### src/rtl/pmod_keypad_scanner.sv
// pmod_keypad_scanner
//   Column-strobe scanner for a 4x4 hex keypad on a Pmod header. One column is
//   driven low at a time, the active-low rows are synchronised and captured at
//   the end of each column window, and a full four-column snapshot is
//   classified as no key, exactly one key, or several keys. A debounce FSM
//   accepts a change only after DEBOUNCE_SCANS identical scans and emits a
//   single key_valid pulse for each newly accepted key.
module pmod_keypad_scanner #(
  parameter int SCAN_DIV       = 100_000,
  parameter int DEBOUNCE_SCANS = 4
) (
  input  logic       Clk,
  input  logic       Reset,
  output logic [3:0] Col,
  input  logic [3:0] Row,
  output logic       key_valid,
  output logic [3:0] key_code,
  output logic       key_held
);

  // Counter widths; a single-cycle window would still need one bit.
  localparam int CNT_W = (SCAN_DIV > 1) ? $clog2(SCAN_DIV) : 1;
  localparam int DEB_W = $clog2(DEBOUNCE_SCANS + 1);

  localparam logic [CNT_W-1:0] CNT_LAST = CNT_W'(SCAN_DIV - 1);
  localparam logic [DEB_W-1:0] DEB_FULL = DEB_W'(DEBOUNCE_SCANS);
  localparam logic [DEB_W-1:0] DEB_ONE  = DEB_W'(1);

  // Candidate / pending encoding: {is_key, code}; 5'b0_0000 means "no key".
  localparam logic [4:0] CAND_NONE = 5'b0_0000;

  typedef enum logic {
    IDLE    = 1'b0,
    PRESSED = 1'b1
  } state_t;

  // Hex value printed on the key at snapshot position {col, row}.
  function automatic logic [3:0] key_of(input logic [3:0] pos);
    logic [3:0] code;
    case (pos)
      4'd0:    code = 4'h1;
      4'd1:    code = 4'h4;
      4'd2:    code = 4'h7;
      4'd3:    code = 4'h0;
      4'd4:    code = 4'h2;
      4'd5:    code = 4'h5;
      4'd6:    code = 4'h8;
      4'd7:    code = 4'hF;
      4'd8:    code = 4'h3;
      4'd9:    code = 4'h6;
      4'd10:   code = 4'h9;
      4'd11:   code = 4'hE;
      4'd12:   code = 4'hA;
      4'd13:   code = 4'hB;
      4'd14:   code = 4'hC;
      default: code = 4'hD;
    endcase
    return code;
  endfunction

  // ---------------------------------------------------------------------------
  // Row synchroniser
  // ---------------------------------------------------------------------------
  logic [3:0] row_sync1_reg;
  logic [3:0] row_sync2_reg;

  // Two-flop synchroniser for the asynchronous row returns (idle = all high).
  always_ff @(posedge Clk) begin
    if (Reset) begin
      row_sync1_reg <= 4'b1111;
      row_sync2_reg <= 4'b1111;
    end else begin
      row_sync1_reg <= Row;
      row_sync2_reg <= row_sync1_reg;
    end
  end

  // ---------------------------------------------------------------------------
  // Column scan
  // ---------------------------------------------------------------------------
  logic [CNT_W-1:0] cnt_reg;
  logic [1:0]       col_idx_reg;
  logic [3:0]       col_reg;
  logic             window_end;
  logic             scan_end;

  assign window_end = (cnt_reg == CNT_LAST);
  // The column-3 capture completes a full scan of the keypad.
  assign scan_end   = window_end && (col_idx_reg == 2'd3);

  // Window counter and column strobe; the low bit rotates 0 -> 1 -> 2 -> 3.
  always_ff @(posedge Clk) begin
    if (Reset) begin
      cnt_reg     <= '0;
      col_idx_reg <= 2'd0;
      col_reg     <= 4'b1110;
    end else if (window_end) begin
      cnt_reg     <= '0;
      col_idx_reg <= col_idx_reg + 2'd1;
      col_reg     <= {col_reg[2:0], col_reg[3]};
    end else begin
      cnt_reg     <= cnt_reg + CNT_W'(1);
    end
  end

  // ---------------------------------------------------------------------------
  // Snapshot capture
  // ---------------------------------------------------------------------------
  logic [15:0] snap_reg;
  logic [3:0]  cap_en;
  logic [15:0] scan_bits;

  // Per-column capture strobes, plus the completed scan image. Column 3 is
  // taken straight from the synchroniser because it is being captured in the
  // very cycle the scan is evaluated.
  generate
    for (genvar gi = 0; gi < 4; gi++) begin : g_col
      assign cap_en[gi] = window_end && (col_idx_reg == 2'(gi));
      if (gi == 3) begin : g_live
        assign scan_bits[gi*4 +: 4] = ~row_sync2_reg;
      end else begin : g_held
        assign scan_bits[gi*4 +: 4] = snap_reg[gi*4 +: 4];
      end
    end
  endgenerate

  // Capture the pressed-row pattern (active-high) at the end of each window.
  always_ff @(posedge Clk) begin
    if (Reset) begin
      snap_reg <= '0;
    end else begin
      for (int c = 0; c < 4; c++) begin
        if (cap_en[c]) begin
          snap_reg[c*4 +: 4] <= ~row_sync2_reg;
        end
      end
    end
  end

  // ---------------------------------------------------------------------------
  // Scan classification
  // ---------------------------------------------------------------------------
  logic [4:0] pop_count;
  logic [3:0] hit_pos;
  logic       cand_multi;
  logic       cand_key;
  logic [4:0] cand;

  // Count pressed positions; with exactly one hit, hit_pos is its location.
  always_comb begin
    pop_count = '0;
    hit_pos   = '0;
    for (int i = 0; i < 16; i++) begin
      if (scan_bits[i]) begin
        pop_count = pop_count + 5'd1;
        hit_pos   = 4'(i);
      end
    end
  end

  assign cand_multi = (pop_count >= 5'd2);
  assign cand_key   = (pop_count == 5'd1);
  assign cand       = cand_key ? {1'b1, key_of(hit_pos)} : CAND_NONE;

  // ---------------------------------------------------------------------------
  // Debounce
  // ---------------------------------------------------------------------------
  state_t           state_reg;
  logic [4:0]       pend_reg;
  logic [4:0]       pend_next;
  logic [DEB_W-1:0] deb_cnt_reg;
  logic [DEB_W-1:0] deb_cnt_next;
  logic             key_valid_reg;
  logic [3:0]       key_code_reg;
  logic             key_held_reg;
  logic             differs;
  logic             accept;

  // Track the pending candidate and how many consecutive scans agreed on it.
  // A multi-key scan only breaks the run; the pending value is kept.
  always_comb begin
    pend_next    = pend_reg;
    deb_cnt_next = deb_cnt_reg;
    if (scan_end) begin
      if (cand_multi) begin
        deb_cnt_next = '0;
      end else if (cand == pend_reg) begin
        deb_cnt_next = (deb_cnt_reg == DEB_FULL) ? DEB_FULL : deb_cnt_reg + DEB_ONE;
      end else begin
        pend_next    = cand;
        deb_cnt_next = DEB_ONE;
      end
    end
  end

  // While PRESSED the stable key is the one reported on key_code.
  assign differs = (pend_next[4] != (state_reg == PRESSED)) ||
                   (pend_next[4] && (pend_next[3:0] != key_code_reg));
  assign accept  = scan_end && !cand_multi && (deb_cnt_next == DEB_FULL) && differs;

  // Debounce FSM with registered outputs; key_valid is a one-cycle strobe.
  always_ff @(posedge Clk) begin
    if (Reset) begin
      state_reg     <= IDLE;
      pend_reg      <= CAND_NONE;
      deb_cnt_reg   <= '0;
      key_valid_reg <= 1'b0;
      key_code_reg  <= 4'h0;
      key_held_reg  <= 1'b0;
    end else begin
      pend_reg      <= pend_next;
      deb_cnt_reg   <= deb_cnt_next;
      key_valid_reg <= 1'b0;
      if (accept) begin
        if (pend_next[4]) begin
          state_reg     <= PRESSED;
          key_valid_reg <= 1'b1;
          key_code_reg  <= pend_next[3:0];
          key_held_reg  <= 1'b1;
        end else begin
          state_reg     <= IDLE;
          key_held_reg  <= 1'b0;
        end
      end
    end
  end

  assign Col       = col_reg;
  assign key_valid = key_valid_reg;
  assign key_code  = key_code_reg;
  assign key_held  = key_held_reg;

endmodule

### config.mk
export PLATFORM = sky130hd
export DESIGN_NAME = pmod_keypad_scanner
export DESIGN_NICKNAME = d
export VERILOG_FILES = /design/src/rtl/pmod_keypad_scanner.sv
export SDC_FILE = /design/constraint.sdc
export NUM_CORES = 1
export LEC_CHECK = 0
export BUFFER_PORTS_ARGS = -buffer_cell sky130_fd_sc_hd__buf_2
export CELL_PAD_IN_SITES_DETAIL_PLACEMENT = 1
export CELL_PAD_IN_SITES_GLOBAL_PLACEMENT = 1
export CORE_AREA = 4 4 107 99
export CTS_BUF_LIST = sky130_fd_sc_hd__clkbuf_8 sky130_fd_sc_hd__clkbuf_16
export DETAILED_ROUTE_END_ITERATION = 10
export DIE_AREA = 0 0 111 103
export PLACE_DENSITY_LB_ADDON = 0.1
export REMOVE_ABC_BUFFERS = 1
export SLEW_MARGIN = 20
export SYNTH_ARGS = -nofsm -noshare
export SYNTH_HDL_FRONTEND = slang
export SYNTH_SLANG_ARGS = --single-unit
### constraint.sdc
create_clock -name Clk -period 12.75 [get_ports Clk]
set_input_delay 1.275 -clock Clk [delete_from_list [all_inputs] [get_ports Clk]]
set_output_delay 1.275 -clock Clk [all_outputs]
set_load 0.03 [all_outputs]
==> results of run 1 <==
[path summary, 6_finish.rpt]
path | to | slack [ps] | cells after the start
max | key_code[1]$_SDFFE_PP0P_ | 1780 | 52
min reg2reg | row_sync2_reg[2]$_SDFF_PP1_ | 410 | 1
min | row_sync2_reg[2]$_SDFF_PP1_ | 410 | 1
max reg2reg | key_code[1]$_SDFFE_PP0P_ | 1780 | 52
[power by group]
| part | switching [mW] | leakage [nW] | internal [mW] |
|---|---|---|---|
| Combinational | 0.0147 | 1.45 | 0.00946 |
| Clock | 0.0729 | 0.0911 | 0.0799 |
| Sequential | 0.00312 | 0.462 | 0.180 |
[layout by cell type, fill, tap and decap left out, types with 10 or more instances in the layout]
| cell type | count |
|---|---|
| a21oi_1 | 28 |
| buf_2 | 15 |
| clkbuf_8 | 11 |
| dfxtp_1 | 57 |
| ha_1 | 24 |
| inv_1 | 21 |
| nand2_1 | 53 |
| nand3_1 | 16 |
| nor2_1 | 76 |
| nor2b_1 | 10 |
| o21ai_0 | 14 |
| or2_2 | 11 |
| xnor2_1 | 24 |
| xor2_1 | 24 |
[per-layer routing]
metal  part of all wire, %  up-vias
met5                     0        -
met4                   1.8        0
met3                   1.7       16
met2                    46       34
met1                    50     1764
li1                      -     1868
[synthesized netlist by cell type (all sizes together), types with 4 or more instances]
cell type | number | area (um2)
a211o | 5 | 43.8
a211oi | 9 | 67.6
a21boi | 4 | 30.0
a21oi | 29 | 156
a31oi | 5 | 31.3
and2 | 7 | 43.8
and3 | 4 | 25.0
buf | 9 | 46.3
clkbuf | 13 | 48.8
dfxtp | 57 | 1140
ha | 24 | 300
inv | 21 | 78.8
mux2 | 6 | 82.6
mux2i | 8 | 80.1
nand2 | 54 | 205
nand2b | 5 | 31.3
nand3 | 19 | 110
nand4 | 7 | 50.1
nor2 | 77 | 297
nor2b | 10 | 62.6
nor3 | 9 | 45.0
o21ai | 15 | 75.1
o31ai | 7 | 62.6
or2 | 15 | 96.4
xnor2 | 28 | 287
xnor3 | 9 | 206
xor2 | 29 | 292
[cell families after synthesis]
| logic type | count (synthesis) | share of synthesized area (%) |
|---|---|---|
| simple gates | 230 | 26.2 |
| compound gates | 96 | 14.8 |
| xor+xnor | 69 | 19.2 |
| flops | 57 | 25.5 |
| buf+inv | 44 | 3.98 |
| fa+ha+maj | 24 | 6.72 |
| mux | 14 | 3.64 |
[area by class of cell]
class                   count  area share, %
well taps                 126           3.29
multi-input cells         433           65.7
inverters                  22           1.72
flip-flops and latches     57           23.8
clock buffers              11           3.16
clock inverters             5          0.626
repair buffers             16           1.72
==> Flow_metrics.wiki, run 1 <==
{| class="wikitable"
! Metric !! Value
|-
| # setup viols final || 0
|-
| Total congestion overflow after global routing || 0
|-
| Multi-input gate area in the final layout || 3150 um2
|-
| Top fanout value on the critical path || 7
|-
| Count of standard-cell rows || 34
|-
| HPWL after detailed placement || 7.90 mm
|-
| CP Buf/Inv Count || 4
|-
| Launch point of the critical path || snap_reg[0]$_SDFFE_PP0P_
|-
| CTS Hold Bufs || 0
|-
| GRT met2 Usage || 33.3%
|-
| Mean Syn Cell Area || 8.37 um2
|-
| Status || finished clean
|-
| Max reg flops || 17
|-
| Die W || 111 um
|-
| Kind of cell adding the most delay to the critical path || adder cells
|-
| Startpoint-to-endpoint class of the critical path || reg -> reg
|-
| Post-route DRC violation count || 0
|-
| Layout Cell Area excl Fill || 4790 um2
|-
| Placed cell area || 4610 um2
|-
| Most prevalent standard cell on the critical path || ha_1
|-
| Leakage power summed over all cells || 2.00 nW
|-
| Slew Viols, Final || 0
|-
| Largest net degree at the start of global routing || 42
|-
| Number of max-cap violations || 0
|-
| Critical Path Slowest Stage Cell || ha_1
|-
| Startpoint of the lowest-slack hold path || row_sync1_reg[2]$_SDFF_PP1_
|-
| DIE AREA || 11,400 um2
|-
| Port bufs || 15
|-
| Nets || 569
|-
| Final critical delay including setup and external delays || 10,970 ps
|-
| Ratio of cells with drive above 1 in the final layout || 14.0%
|-
| Unrepaired setup endpoints after global routing || false
|-
| Fillcell total || 1,171
|-
| Area of the core || 9490 um2
|-
| Non-filler instance count after layout || 670
|-
| Remaining antenna violation count after routing || 0
|-
| Delay of the slowest cell on the worst path || 400 ps
|-
| CTS H-tree depth || 3
|-
| Sink Count || 57
|-
| Share of the cycle needed by the critical path after routing || 86.1%
|-
| Proportion of synthesized chip area in sequential cells || 25.5%
|-
| Clock skew || 4.46 ps
|-
| Total power draw || 0.360 mW
|-
| Post-synthesis register bit count || 57
|-
| Via count of the first global-routing pass || 3,926
|-
| Worst Slack Setup Final || 1780 ps
|-
| CTS clk-pin slew, worst paths || 70 ps
|-
| Total number of yosys warnings || 0
|-
| Worst slew margin || 46.6%
|-
| Average vias per placed instance || 5.50
|-
| Critical Path End Type || register
|-
| CP Data Arrival Time || 11,200 ps
|-
| Highest ir drop seen on vdd || 0.0768 mV
|-
| Number of design-rule violations left by the first detailed-router iteration || 177
|-
| Tot GR Track Use || 19.0%
|-
| Final count of hold timing violations || 0
|-
| Pin slew with the least headroom to its limit || 793 ps
|-
| Sequential cell area || 1140 um2
|-
| Post-DR wirelength/cell || 15.3 um
|-
| Number of setup buffers added after CTS || 0
|-
| Total iterations of the first detailed-routing run || 4
|-
| Routed vias || 3,682
|-
| Mapped Area || 4470 um2
|-
| Antenna fix cells || 0
|-
| Ports || 16
|-
| TritonCTS clock tree || built
|-
| Most frequently used flop master after synthesis || dfxtp_1
|-
| Source-to-sink clock delay at the later pin of the worst-skew pair || 340 ps
|-
| Post-synth cell types || 78
|-
| Post-Route WL || 10.2 mm
|-
| Wire length of the first global-routing pass || 18.2 mm
|-
| Class of the worst hold path || reg -> reg
|-
| Total Neg Setup Slack || 0 ps
|-
| Starting density of the core || 47.1%
|-
| Hold slack || 410 ps
|-
| Initial antenna violation count || 0
|-
| Post-CTS resize count || 0
|-
| EDFF count, synth || 0
|-
| Maximum operating frequency || 91.1 MHz
|-
| Final weighted congestion in routability-driven placement || 0.819
|-
| Clock buffer count from CTS || 9
|-
| Inst Count DP || 654
|-
| Power per standard cell area || 75.1 nW/um2
|-
| Required time of the worst setup path || 12,970 ps
|-
| Layer with the highest usage || met2
|-
| Number of cells produced by synthesis || 534
|-
| Maximum buffer depth of the clock tree || 2
|-
| Root buffer cell || clkbuf_8
|-
| Met3 routing resource usage after global routing || 2.11%
|-
| Synthesis-to-finish area growth || 7.31%
|-
| Launching element type of the critical path || register
|-
| Met1 track demand over resource in global routing || 24.3%
|-
| Worst slack, placed || 1830 ps
|-
| Share of flip-flops with an asynchronous set or reset || 0%
|-
| Die boundary height || 103 um
|-
| Layout Utilization || 50.5%
|-
| Startpoint of the most critical register-to-register path || snap_reg[0]$_SDFFE_PP0P_
|}
(Power assumes the default switching activity.)
==> run 2, diff against run 1 <==
- BUFFER_PORTS_ARGS: -buffer_cell sky130_fd_sc_hd__buf_2 -> not set
- CORE_AREA: 4 4 107 99 -> 4 4 106 98
- DIE_AREA: 0 0 111 103 -> 0 0 110 102
- DONT_BUFFER_PORTS: not set -> 1
==> run 2 against run 1 <==
Utilization shrank 0.075 points. Sequential share of layout area is 0.25 points higher. Via count decreased by 1.6%. Flip-flop and latch count stayed put. Global-route usage is 0.93 points higher. Highest routed layer unchanged. Critical path type unchanged.
==> Flow_metrics.wiki, run 2 (same netlist as run 1, synthesis figures left out) <==
{| class="wikitable"
! Metric !! Value
|-
| Leakage power summed over all cells || 1.95 nW (was 2.00 nW)
|-
| Final count of hold timing violations || 0 (unchanged)
|-
| Share of the cycle needed by the critical path after routing || 86.0% (was 86.1%)
|-
| Most frequent cells in the layout || nor2_1, dfxtp_1, nand2_1 (unchanged)
|-
| Worst Slack Setup Final || 1780 ps (about the same)
|-
| Total iterations of the first detailed-routing run || 4 (unchanged)
|-
| Tot GR Track Use || 20.0% (was 19.0%)
|-
| Fillcell total || 1,147 (was 1,171)
|-
| Inst Count DP || 639 (was 654)
|-
| Final weighted congestion in routability-driven placement || 0.824 (was 0.819)
|-
| Slew Viols, Final || 0 (unchanged)
|-
| CP Data Arrival Time || 11,190 ps (was 11,200 ps)
|-
| Worst reg-to-reg path cell count || 52 (unchanged)
|-
| Clock buffer count from CTS || 9 (unchanged)
|-
| Source-to-sink clock delay at the later pin of the worst-skew pair || 340 ps (about the same)
|-
| Sink Count || 57 (unchanged)
|-
| Worst slew margin || 48.7% (was 46.6%)
|-
| Routed vias || 3,624 (was 3,682)
|-
| Multi-input gate area in the final layout || 3150 um2 (unchanged)
|-
| Critical Path Slowest Stage Cell || ha_1 (unchanged)
|-
| Port bufs || 0 (was 15)
|-
| Max reg flops || 17 (unchanged)
|-
| Top fanout value on the critical path || 7 (unchanged)
|-
| Synthesis-to-finish area growth || 6.19% (was 7.31%)
|-
| Startpoint of the most critical register-to-register path || snap_reg[1]$_SDFFE_PP0P_ (was snap_reg[0]$_SDFFE_PP0P_)
|-
| Post-CTS resize count || 0 (unchanged)
|-
| Startpoint-to-endpoint class of the critical path || reg -> reg (unchanged)
|-
| Antenna fix cells || 0 (unchanged)
|-
| CTS Hold Bufs || 0 (unchanged)
|-
| Final critical delay including setup and external delays || 10,970 ps (about the same)
|-
| Starting density of the core || 47.5% (was 47.1%)
|-
| Class of the worst hold path || reg -> reg (unchanged)
|-
| Maximum operating frequency || 91.2 MHz (was 91.1 MHz)
|-
| Area of the core || 9400 um2 (was 9490 um2)
|-
| Post-route DRC violation count || 0 (unchanged)
|-
| Reg-to-reg setup timing slack || 1780 ps (about the same)
|-
| Status || finished clean (unchanged)
|-
| Via count of the first global-routing pass || 3,768 (was 3,926)
|-
| Remaining antenna violation count after routing || 0 (unchanged)
|-
| DIE AREA || 11,200 um2 (was 11,400 um2)
|-
| Total congestion overflow after global routing || 0 (unchanged)
|-
| Number of max-cap violations || 0 (unchanged)
|-
| Number of design-rule violations left by the first detailed-router iteration || 149 (was 177)
|-
| Delay of the slowest cell on the worst path || 380 ps (was 400 ps)
|-
| Terminus of the critical flop-to-flop path || key_code[1]$_SDFFE_PP0P_ (unchanged)
|-
| Die boundary height || 102 um (was 103 um)
|-
| CTS H-tree depth || 3 (unchanged)
|-
| Post-Route WL || 10.3 mm (was 10.2 mm)
|-
| TritonCTS clock tree || built (unchanged)
|-
| HPWL after detailed placement || 7.90 mm (about the same)
|-
| Unrepaired setup endpoints after global routing || false (unchanged)
|-
| Nets || 554 (was 569)
|-
| Power per standard cell area || 79.8 nW/um2 (was 75.1 nW/um2)
|-
| Pin slew with the least headroom to its limit || 764 ps (was 793 ps)
|-
| Sequential cell area || 1140 um2 (unchanged)
|-
| Worst slack, placed || 1780 ps (was 1830 ps)
|-
| # setup viols final || 0 (unchanged)
|-
| Ports || 16 (unchanged)
|-
| Critical Path End Type || register (unchanged)
|-
| Die W || 110 um (was 111 um)
|-
| Number of instances on the worst hold path || 1 (unchanged)
|-
| Startpoint of the lowest-slack hold path || row_sync1_reg[0]$_SDFF_PP1_ (was row_sync1_reg[2]$_SDFF_PP1_)
|-
| Launching element type of the critical path || register (unchanged)
|-
| Most prevalent standard cell on the critical path || ha_1 (unchanged)
|-
| Total Neg Setup Slack || 0 ps (unchanged)
|-
| Non-filler instance count after layout || 655 (was 670)
|-
| CTS clk-pin slew, worst paths || 60 ps (was 70 ps)
|-
| Post-DR wirelength/cell || 15.7 um (was 15.3 um)
|-
| Average vias per placed instance || 5.53 (was 5.50)
|-
| Required time of the worst setup path || 12,970 ps (about the same)
|-
| Min-Delay Endpoint || row_sync2_reg[0]$_SDFF_PP1_ (was row_sync2_reg[2]$_SDFF_PP1_)
|-
| Highest ir drop seen on vdd || 0.0629 mV (was 0.0768 mV)
|-
| Largest net degree at the start of global routing || 42 (unchanged)
|-
| Count of standard-cell rows || 34 (unchanged)
|-
| Wire length of the first global-routing pass || 18.0 mm (was 18.2 mm)
|-
| Number of setup buffers added after CTS || 0 (unchanged)
|-
| Clock skew || 7.76 ps (was 4.46 ps)
|-
| Ratio of cells with drive above 1 in the final layout || 11.3% (was 14.0%)
|-
| Initial antenna violation count || 0 (unchanged)
|-
| Most common cell after layout, fill and taps aside || nor2_1 (unchanged)
|-
| Maximum buffer depth of the clock tree || 2 (unchanged)
|-
| Root buffer cell || clkbuf_8 (unchanged)
|}
[run 2: cell type report]
| class | instances | share of cell area, % |
|---|---|---|
| clock buffer | 11 | 3.19 |
| multi-input combinational | 433 | 66.4 |
| inverter | 22 | 1.74 |
| sequential | 57 | 24.1 |
| tap | 126 | 3.32 |
| clock inverter | 5 | 1.16 |
| timing repair buffer | 1 | 0.158 |
[run 2: how the worst max path moves through the flow]
stage / start / end / slack (ps) / cells after the start
after floorplan: snap_reg[0]$_SDFFE_PP0P_ / key_code[0]$_SDFFE_PP0P_ / 2940 / 52
after global placement: snap_reg[1]$_SDFFE_PP0P_ / key_code[2]$_SDFFE_PP0P_ / 2210 / 51
after detailed placement: snap_reg[1]$_SDFFE_PP0P_ / key_code[1]$_SDFFE_PP0P_ / 1780 / 52
after CTS: snap_reg[1]$_SDFFE_PP0P_ / key_code[1]$_SDFFE_PP0P_ / 1750 / 52
after global routing: snap_reg[1]$_SDFFE_PP0P_ / key_code[1]$_SDFFE_PP0P_ / 890 / 52
final: snap_reg[1]$_SDFFE_PP0P_ / key_code[1]$_SDFFE_PP0P_ / 1780 / 52
[run 2: metal layers]
layer,vias up,GRT usage (%),routed length (um)
li1,1834,-,-
met1,1753,26.9,5070
met2,28,33.3,4950
met3,9,2.91,153
met4,0,5.75,106
met5,-,0,0
[run 2: critical path, delay by kind of cell (launching register included)]
kind	cells	cell delay (ps)
mux	5	1360
xor+xnor	4	870
flops	1	350
fa+ha+maj	13	3850
simple gates	15	2180
buf+inv	4	320
compound gates	11	1920
[run 2: metrics by stage]
step / area [um2] / hold slack [ps] / power (mW) / util [%]
after floorplan: 4370 / 389 / 0.203 / -
after global placement: 4540 / 394 / 0.208 / 48.3
after detailed placement: 4540 / 397 / 0.209 / 48.3
after CTS: 4740 / 412 / 0.384 / 50.5
after global routing: 4740 / 432 / 0.398 / 50.5
final: 4740 / 411 / 0.379 / 50.5
[run 2: report_power, final]
| group | leakage [nW] | switching (mW) | internal, mW |
|---|---|---|---|
| Sequential | 0.462 | 0.00312 | 0.180 |
| Clock | 0.107 | 0.0735 | 0.100 |
| Combinational | 1.39 | 0.0130 | 0.00902 |
==> run 3, diff against run 2 <==
- ABC_AREA: not set -> 1
- CAP_MARGIN: not set -> 20
- CORE_AREA: 4 4 106 98 -> 4 4 112 103
- DIE_AREA: 0 0 110 102 -> 0 0 116 107
==> run 3 against run 2 <==
Worst setup slack improved by 900 ps. Maximum frequency up 8.9%. Count of clock-buffer cells in the layout down 2. Critical path type unchanged. Highest routed layer unchanged.
==> Flow_metrics.wiki, run 3 <==
{| class="wikitable"
! Metric !! Value
|-
| Status || finished clean (unchanged)
|-
| Antenna fix cells || 0 (unchanged)
|-
| Final weighted congestion in routability-driven placement || 0.816 (was 0.824)
|-
| Clock skew || 7.09 ps (was 7.76 ps)
|-
| Library cell occupying the most area in the post-synthesis netlist || dfxtp_1 (unchanged)
|-
| Critical Path End Type || register (unchanged)
|-
| Routed vias || 4,589 (was 3,624)
|-
| Number of cells produced by synthesis || 747 (was 534)
|-
| Share of the cycle needed by the critical path after routing || 79.0% (was 86.0%)
|-
| Post-CTS resize count || 0 (unchanged)
|-
| Post-synth cell types || 39 (was 78)
|-
| Synthesis-to-finish area growth || 9.38% (was 6.19%)
|-
| Most common cell after layout, fill and taps aside || nand2_1 (was nor2_1)
|-
| Max reg flops || 17 (unchanged)
|-
| Fillcell total || 1,429 (was 1,147)
|-
| Required time of the worst setup path || 13,010 ps (was 12,970 ps)
|-
| Worst Slack Setup Final || 2680 ps (was 1780 ps)
|-
| Total Neg Setup Slack || 0 ps (unchanged)
|-
| TritonCTS clock tree || built (unchanged)
|-
| Class of the worst hold path || reg -> reg (unchanged)
|-
| Startpoint-to-endpoint class of the critical path || reg -> reg (unchanged)
|-
| Maximum operating frequency || 99.3 MHz (was 91.2 MHz)
|-
| Average vias per placed instance || 5.17 (was 5.53)
|-
| Number of max-cap violations || 0 (unchanged)
|-
| DIE AREA || 12,400 um2 (was 11,200 um2)
|-
| Tot GR Track Use || 20.6% (was 20.0%)
|-
| Number of setup buffers added after CTS || 0 (unchanged)
|-
| CP Data Arrival Time || 10,330 ps (was 11,190 ps)
|-
| Sink Count || 57 (unchanged)
|-
| Unrepaired setup endpoints after global routing || false (unchanged)
|-
| Total congestion overflow after global routing || 0 (unchanged)
|-
| Die boundary height || 107 um (was 102 um)
|-
| Post-Route WL || 11.6 mm (was 10.3 mm)
|-
| Ports || 16 (unchanged)
|-
| Top post-synthesis cells by area || dfxtp_1, nand2_1, inv_1 (was dfxtp_1, ha_1, nor2_1)
|-
| HPWL after detailed placement || 9.52 mm (was 7.90 mm)
|-
| Starting density of the core || 45.4% (was 47.5%)
|-
| Post-DR wirelength/cell || 13.1 um (was 15.7 um)
|-
| CTS H-tree depth || 3 (unchanged)
|-
| Slew Viols, Final || 0 (unchanged)
|-
| Die W || 116 um (was 110 um)
|-
| # setup viols final || 0 (unchanged)
|-
| Leading post-synthesis cells by instance count || nand2_1, inv_1, nand3_1, dfxtp_1, nor2_1 (was nor2_1, dfxtp_1, nand2_1, a21oi_1)
|-
| Inst Count DP || 871 (was 639)
|-
| Delay of the slowest cell on the worst path || 340 ps (was 380 ps)
|-
| EDFF count, synth || 0 (unchanged)
|-
| Clock buffer count from CTS || 9 (unchanged)
|-
| Total number of yosys warnings || 0 (unchanged)
|-
| Most frequently used flop master after synthesis || dfxtp_1 (unchanged)
|-
| Top-count cell post-synth || nand2_1 (was nor2_1)
|-
| Power per standard cell area || 88.8 nW/um2 (was 79.8 nW/um2)
|-
| Source-to-sink clock delay at the later pin of the worst-skew pair || 320 ps (was 340 ps)
|-
| Highest ir drop seen on vdd || 0.0790 mV (was 0.0629 mV)
|-
| Top fanout value on the critical path || 7 (unchanged)
|-
| Maximum buffer depth of the clock tree || 2 (unchanged)
|-
| Leakage power summed over all cells || 2.76 nW (was 1.95 nW)
|-
| Most frequent cells in the layout || nand2_1, inv_1, nand3_1 (was nor2_1, dfxtp_1, nand2_1)
|-
| Yosys top cell area share || 24.5% (was 25.5%)
|-
| Final critical delay including setup and external delays || 10,070 ps (was 10,970 ps)
|-
| Area of the core || 10,200 um2 (was 9400 um2)
|-
| Total iterations of the first detailed-routing run || 4 (unchanged)
|-
| Non-filler instance count after layout || 887 (was 655)
|-
| Largest net degree at the start of global routing || 26 (was 42)
|-
| Ratio of cells with drive above 1 in the final layout || 15.6% (was 11.3%)
|-
| Worst slack, placed || 2720 ps (was 1780 ps)
|-
| Initial antenna violation count || 0 (unchanged)
|-
| Mean Syn Cell Area || 6.23 um2 (was 8.37 um2)
|-
| Worst slew margin || 52.3% (was 48.7%)
|-
| Post-route DRC violation count || 0 (unchanged)
|-
| Count of standard-cell rows || 35 (was 34)
|-
| Nets || 783 (was 554)
|-
| Number of design-rule violations left by the first detailed-router iteration || 128 (was 149)
|-
| Root buffer cell || clkbuf_16 (was clkbuf_8)
|-
| Remaining antenna violation count after routing || 0 (unchanged)
|-
| Pin slew with the least headroom to its limit || 714 ps (was 764 ps)
|-
| Via count of the first global-routing pass || 4,893 (was 3,768)
|-
| Wire length of the first global-routing pass || 21.5 mm (was 18.0 mm)
|-
| CTS clk-pin slew, worst paths || 60 ps (about the same)
|-
| Critical Path Slowest Stage Cell || ha_1 (unchanged)
|-
| Most prevalent standard cell on the critical path || nand2_1 (was ha_1)
|-
| Total power draw || 0.452 mW (was 0.379 mW)
|-
| CTS Hold Bufs || 0 (unchanged)
|-
| Proportion of synthesized chip area in sequential cells || 24.5% (was 25.5%)
|-
| Final count of hold timing violations || 0 (unchanged)
|-
| Share of flip-flops with an asynchronous set or reset || 0% (unchanged)
|-
| Launching element type of the critical path || register (unchanged)
|-
| Post-synthesis register bit count || 57 (unchanged)
|-
| Port bufs || 0 (unchanged)
|-
| Mapped Area || 4660 um2 (was 4470 um2)
|}
run 3: area by class of cell:
cell class	instances	area (um2)	share of cell area, %
inverters	141	529	10.4
clock buffers	9	225	4.42
multi-input cells	544	2970	58.2
clock inverters	7	70.1	1.38
well taps	129	161	3.17
flip-flops and latches	57	1140	22.4
run 3: final timing paths:
kind / depth (start not counted) / to / slack (ps) / startpoint
setup reg to reg: 70 / key_code[3]$_SDFFE_PP0P_ / 2680 / snap_reg[0]$_SDFFE_PP0P_
hold / removal: 1 / row_sync2_reg[2]$_SDFF_PP1_ / 410 / row_sync1_reg[2]$_SDFF_PP1_
hold reg to reg: 1 / row_sync2_reg[2]$_SDFF_PP1_ / 410 / row_sync1_reg[2]$_SDFF_PP1_
setup / recovery: 70 / key_code[3]$_SDFFE_PP0P_ / 2680 / snap_reg[0]$_SDFFE_PP0P_
run 3: worst max-delay path: cells and delay by family, from the launching register on:
| kind | cells | cell delay [ps] |
|---|---|---|
| fa+ha+maj | 14 | 3710 |
| buf+inv | 11 | 630 |
| simple gates | 42 | 4900 |
| flops | 1 | 330 |
| compound gates | 3 | 430 |
run 3: per-layer routing:
layer / GRT usage [%] / part of all wire (%) / up-vias
li1: - / - / 2378
met1: 25.0 / 47 / 2164
met2: 37.3 / 50 / 33
met3: 2.20 / 1.5 / 14
met4: 7.37 / 1.5 / 0
met5: 0 / 0 / -
run 3: power by group:
| part | leakage [nW] | internal, mW | switching [mW] |
|---|---|---|---|
| Combinational | 2.15 | 0.0118 | 0.0229 |
| Clock | 0.146 | 0.151 | 0.0850 |
| Sequential | 0.462 | 0.180 | 0.00154 |
run 3: logic make-up after synthesis:
family	after synthesis	share of synthesized area, %
flip-flops	57	24.5
AND/OR/NAND/NOR	438	47.0
adder cells (fa/ha/maj)	24	6.45
XOR/XNOR	5	0.941
buffers and inverters	146	11.8
AO/OA/AOI/OAI	77	9.27
run 3: metrics by stage:
step / utilization, % / area (um2) / hold slack [ps]
after floorplan: - / 4640 / 389
after global placement: 46.8 / 4800 / 393
after detailed placement: 46.8 / 4800 / 399
after CTS: 49.7 / 5090 / 411
after global routing: 49.7 / 5090 / 434
final: 49.7 / 5090 / 408
